### config.mk
export PLATFORM = sky130hd
export DESIGN_NAME = reg_file
export DESIGN_NICKNAME = d
export VERILOG_FILES = /design/src/rtl/cpu_pkg.sv /design/src/rtl/reg_word.sv /design/src/rtl/reg_file.sv
export SDC_FILE = /design/constraint.sdc
export NUM_CORES = 2
export LEC_CHECK = 0
export BUFFER_PORTS_ARGS = -buffer_cell sky130_fd_sc_hd__buf_2
export CAP_MARGIN = 20
export CORE_ASPECT_RATIO = 1.75
export CORE_MARGIN = 4
export CORE_UTILIZATION = 26
export CTS_BUF_LIST = sky130_fd_sc_hd__clkbuf_4 sky130_fd_sc_hd__clkbuf_8 sky130_fd_sc_hd__clkbuf_16
export DETAILED_ROUTE_END_ITERATION = 10
export PLACE_DENSITY = 0.37
export SLEW_MARGIN = 10
export SYNTH_ARGS = -nofsm -noshare
export SYNTH_HDL_FRONTEND = slang
export SYNTH_SLANG_ARGS = --single-unit
### constraint.sdc
create_clock -name clk -period 4.6 [get_ports clk]
set_input_delay 0.46 -clock clk [delete_from_list [all_inputs] [get_ports clk]]
set_output_delay 0.46 -clock clk [all_outputs]
set_load 0.02 [all_outputs]
### src/rtl/cpu_pkg.sv
// Shared core definitions: architectural sizes, common types and the write-select legality check.
package cpu_pkg;

  localparam int XLEN  = 32;
  localparam int NREGS = 32;

  typedef logic [4:0]      regaddr_t;
  typedef logic [XLEN-1:0] word_t;

  // True when exactly one bit is set; shared with the address-decoder bench.
  function automatic logic is_onehot(input logic [NREGS-1:0] vec);
    int unsigned cnt;
    cnt = 0;
    for (int i = 0; i < NREGS; i++) begin
      cnt += int'(vec[i]);
    end
    return (cnt == 1);
  endfunction

endpackage

### src/rtl/reg_word.sv
// One WIDTH-bit architectural register with load enable and asynchronous active-low clear.
module reg_word #(
  parameter int WIDTH = 32
) (
  input  logic             clk,
  input  logic             rst_n,
  input  logic             en,
  input  logic [WIDTH-1:0] d,
  output logic [WIDTH-1:0] q
);

  always_ff @(posedge clk or negedge rst_n) begin
    if (!rst_n) begin
      q <= '0;
    end else if (en) begin
      q <= d;
    end
  end

endmodule

### src/rtl/reg_file.sv
// Integer register file: one-hot clocked write port, two combinational read ports, x0 hardwired to zero.
module reg_file
  import cpu_pkg::*;
#(
  parameter int DEPTH = 32,
  parameter int WIDTH = 32
) (
  input  logic                     clk,
  input  logic                     rst_n,
  input  logic                     we,
  input  logic [DEPTH-1:0]         wsel,
  input  logic [WIDTH-1:0]         wdata,
  input  logic [$clog2(DEPTH)-1:0] raddr1,
  input  logic [$clog2(DEPTH)-1:0] raddr2,
  output logic [WIDTH-1:0]         rdata1,
  output logic [WIDTH-1:0]         rdata2,
  output logic [DEPTH-1:0]         written,
  output logic                     sel_err
);

  // The shared legality check is sized for NREGS; DEPTH must not exceed it.
  logic [NREGS-1:0] sel_ext;
  logic             sel_ok;
  logic [DEPTH-1:0] wr_mask;
  logic [WIDTH-1:0] regs [DEPTH];

  assign sel_ext = NREGS'(wsel);
  assign sel_ok  = is_onehot(sel_ext);
  // Bit 0 is masked off so a legal write to x0 is silently dropped.
  assign wr_mask = (we && sel_ok) ? {wsel[DEPTH-1:1], 1'b0} : '0;

  assign regs[0] = '0;

  for (genvar i = 1; i < DEPTH; i++) begin : g_reg
    reg_word #(.WIDTH(WIDTH)) u_word (
      .clk  (clk),
      .rst_n(rst_n),
      .en   (wr_mask[i]),
      .d    (wdata),
      .q    (regs[i])
    );
  end

  // No write-to-read bypass: a same-cycle read returns the old value.
  assign rdata1 = regs[raddr1];
  assign rdata2 = regs[raddr2];

  always_ff @(posedge clk or negedge rst_n) begin
    if (!rst_n) begin
      written <= '0;
      sel_err <= 1'b0;
    end else begin
      written <= written | wr_mask;
      if (we && !sel_ok) begin
        sel_err <= 1'b1;
      end
    end
  end

endmodule

==> impl_metrics.json <==
{
  "first_global_vias": 38700,
  "power.sequential.fraction": 0.347,
  "cap_violations": 0,
  "setup_repair_after_global_routing_missed_its_margin": "true",
  "placed_cells": 6601,
  "root_buffer": "clkbuf_16",
  "int_power_mw": 24.6,
  "ys_async_sr_fraction": 1.00,
  "violated_checks": "setup timing",
  "postSynth.topFlopCell": "dfrtp_1",
  "clock_tree_from_tritoncts": "built",
  "min_path_cells": 4,
  "synth_edf_count": 0,
  "design.portCount": 174,
  "cellLeakagePower_nw": 31.1,
  "maximum_number_of_buffers_from_clock_root_to_sink": 3,
  "synth_unique_cells": 30,
  "first_pass_iters": 5,
  "globalplace.congestion": 0.758,
  "buffer_ports.inserted": 172,
  "drc": 0,
  "grt_first_pass_wirelength_um": 320000,
  "grt_usage": 0.205,
  "achievable-frequency_mhz": 182,
  "number_of_vias_per_cell": 5.17,
  "global_route.overflow_total": 0,
  "timing.critical_path.to_type": "register",
  "arrival_time_of_data_at_the_critical_path_endpoint_ns": 6.10,
  "netlist.top_cell.by_area": "dfrtp_1",
  "layout_min_cycle_time_ns": 5.49,
  "cell_row_count": 223,
  "initial_utilization": 0.262,
  "status": "finished, violations left",
  "holdCritPathClass": "in2reg",
  "setup-tns-final_ns": -789.27,
  "die_wd_um": 357,
  "synthToLayoutAreaGrowth_pct": 20.8,
  "worst_ep_required_time_ns": 5.20,
  "finClkSkew_ns": 0,
  "antenna_violations_before_repair": 21,
  "postLayoutSetupSlackWorst_ns": -0.893,
  "area_taken_by_multi_input_logic_gates_mm2": 0.0284,
  "drt_iter0_markers": 2209,
  "ir_worst_vdd_mv": 0.752,
  "synthesis.area_per_instance_um2": 14.8,
  "setup_viol": 1024,
  "numCtsBuffers": 111,
  "ys_top_cells_by_count": "dfrtp_1 (1024), mux2_1 (781), mux4_2 (384), mux2_2 (275), clkbuf_1 (238)",
  "critical_path.max_fanout": 21,
  "postSynthCellCount": 3732,
  "yosys.area.top_type_share": 0.463,
  "finish.cell_count_without_fillers": 6849,
  "worst-r2r-cell-count": 1,
  "synth.top_cells.by_area": "dfrtp_1 (46%), mux2_1 (16%), mux4_2 (16%)",
  "dp_slack_ns": -1.93,
  "timing.final.hold_violations": 0,
  "max-slew-margin-rel": 0.264,
  "p_sw_frac": 0.347,
  "die-area_mm2": 0.220,
  "clkSinkCount": 1024,
  "fraction_of_final_layout_cells_with_drive_strength_greater_than_1": 0.386,
  "setup.worst_path.start_class": "input port",
  "avgRoutedWirePerCell_um": 33.3,
  "post_route_antenna_net_violation_count": 0,
  "dieHeight_um": 618,
  "number_of_nets_in_the_synthesized_netlist": 3840,
  "whs_ns": 0.268,
  "vias_post_dr": 35400,
  "synth.ff_latch_count": 1024,
  "hpwl_um": 149000,
  "post_synth_instance_area_mm2": 0.0553,
  "worstSetupPathType": "in2reg",
  "fill_cells": 21000,
  "power_frac_clock": 0.266,
  "register_area_mm2": 0.0256,
  "worst_setup_hold_path_clk_slew_ns": 0.06,
  "grt_start_max_net_pins": 130,
  "report.final.slew_viol_count": 0,
  "final.period_utilization": 1.19,
  "total_switching_power_mw": 13.1,
  "insertion_delay_ns": 0.72,
  "p_per_area_mw_per_mm2": 563,
  "power_frac_comb": 0.387,
  "total_power_mw": 37.6,
  "htree_levels": 3,
  "wl_um": 228000,
  "post-synth-top-count-cell": "dfrtp_1",
  "coreArea_mm2": 0.211,
  "worst-slew-pin-transition_ns": 1.10,
  "synth-seq-area-share": 0.463,
  "ys.warnings.count": 0,
  "num-nets-final": 4046
}
==> layout make-up <==
class	count	share of cell area
Tap cell	2812	0.0527
Clock inverter	53	0.0107
Inverter	41	0.00234
Sequential cell	1024	0.384
Antenna cell	5	0.000187
Clock buffer	154	0.0489
Timing Repair Buffer	501	0.0767
Multi-Input combinational cell	2259	0.425
==> worst paths after layout <==
kind	from	end	slack, ns
min in group asynchronous	rst_n	g_reg[20].u_word.q[16]	0.40
worst min register to register	written[24]	written[24]	0.46
worst max register to register	g_reg[8].u_word.q[6]	g_reg[8].u_word.q[6]	3.71
worst min-delay path	wsel[6]	written[6]	0.27
worst max-delay path	wsel[25]	g_reg[2].u_word.q[18]	-0.89
max in group asynchronous	rst_n	g_reg[9].u_word.q[0]	2.81
==> per-layer routing <==
layer  vias up  GRT usage  wire length, um
li1      14800          -                -
met5         -          0               74
met1     19700      0.262            96400
met2       716      0.372           119000
met4        12     0.0453             5000
met3       247     0.0219             7310
==> worst max-delay path: stages <==
cell	delay, ns
buf_8	0.10
fa_1	0.49
fa_1	0.54
inv_1	0.06
fa_2	0.58
inv_4	0.07
fa_1	0.47
fa_1	0.51
inv_1	0.05
fa_1	0.50
inv_2	0.05
ha_4	0.25
or4b_4	0.47
nor3_4	0.16
buf_6	0.13
buf_12	0.13
buf_12	0.11
buf_12	0.14
nand4_4	0.14
buf_12	0.27
mux2_1	0.36
==> state kept, by name (all words and copies together) (netlist names) <==
| name | cells |
|---|---|
| g.u_word.q | 992 |
| written | 31 |
| sel_err | 1 |
==> layout by cell type, fill, tap and decap left out, types with 22 or more instances in the layout <==
master	Yosys	layout
and2_1	67	65
buf_12	0	109
nand4_4	29	29
mux4_2	384	384
o31ai_1	64	64
clkbuf_8	0	27
nand2b_1	33	31
buf_4	3	196
buf_2	156	157
mux2i_1	192	192
mux2_1	781	643
o21ai_0	64	64
clkinv_2	0	23
clkbuf_16	0	112
a22o_1	192	192
a211oi_1	64	64
o22ai_1	65	64
mux2_2	275	273
mux2_4	0	140
fa_1	24	22
inv_1	41	37
dfrtp_1	1024	1024
==> power by group through the flow <==
stage / clock [mW] / sequential (mW) / combinational, mW
3_5_place_dp: 0 / 13.2 / 13.6
6_report: 10.0 / 13.0 / 14.6
4_1_cts: 10.4 / 13.1 / 14.5
3_3_place_gp: 0 / 13.1 / 13.4
5_1_grt: 10.6 / 13.4 / 15.5
2_1_floorplan: 0 / 12.7 / 8.34
==> what timing repair did <==
item | CTS | global route
endpoints found under the setup margin | 1024 | 1024
resized for setup | 110 | 101
hold endpoints to repair | 64 | 0
cloned | 11 | 1
pin swaps | 6 | 3
buffers inserted | 25 | 2
hold buffers | 1 | 0
==> cell families after synthesis <==
logic type,share of synthesized area
mux,0.406
flops,0.463
compound gates,0.0611
buf+inv,0.0346
simple gates,0.0243
fa+ha+maj,0.0103
other cells,0.0000678
==> per-stage QoR <==
stage          utilization  cell area [um^2]
2_1_floorplan            -             55400
3_3_place_gp         0.291             61500
3_5_place_dp         0.291             61500
4_1_cts              0.314             66400
5_1_grt              0.316             66800
6_report             0.316             66800
No activity file was read; power rests on OpenSTA's default activity.
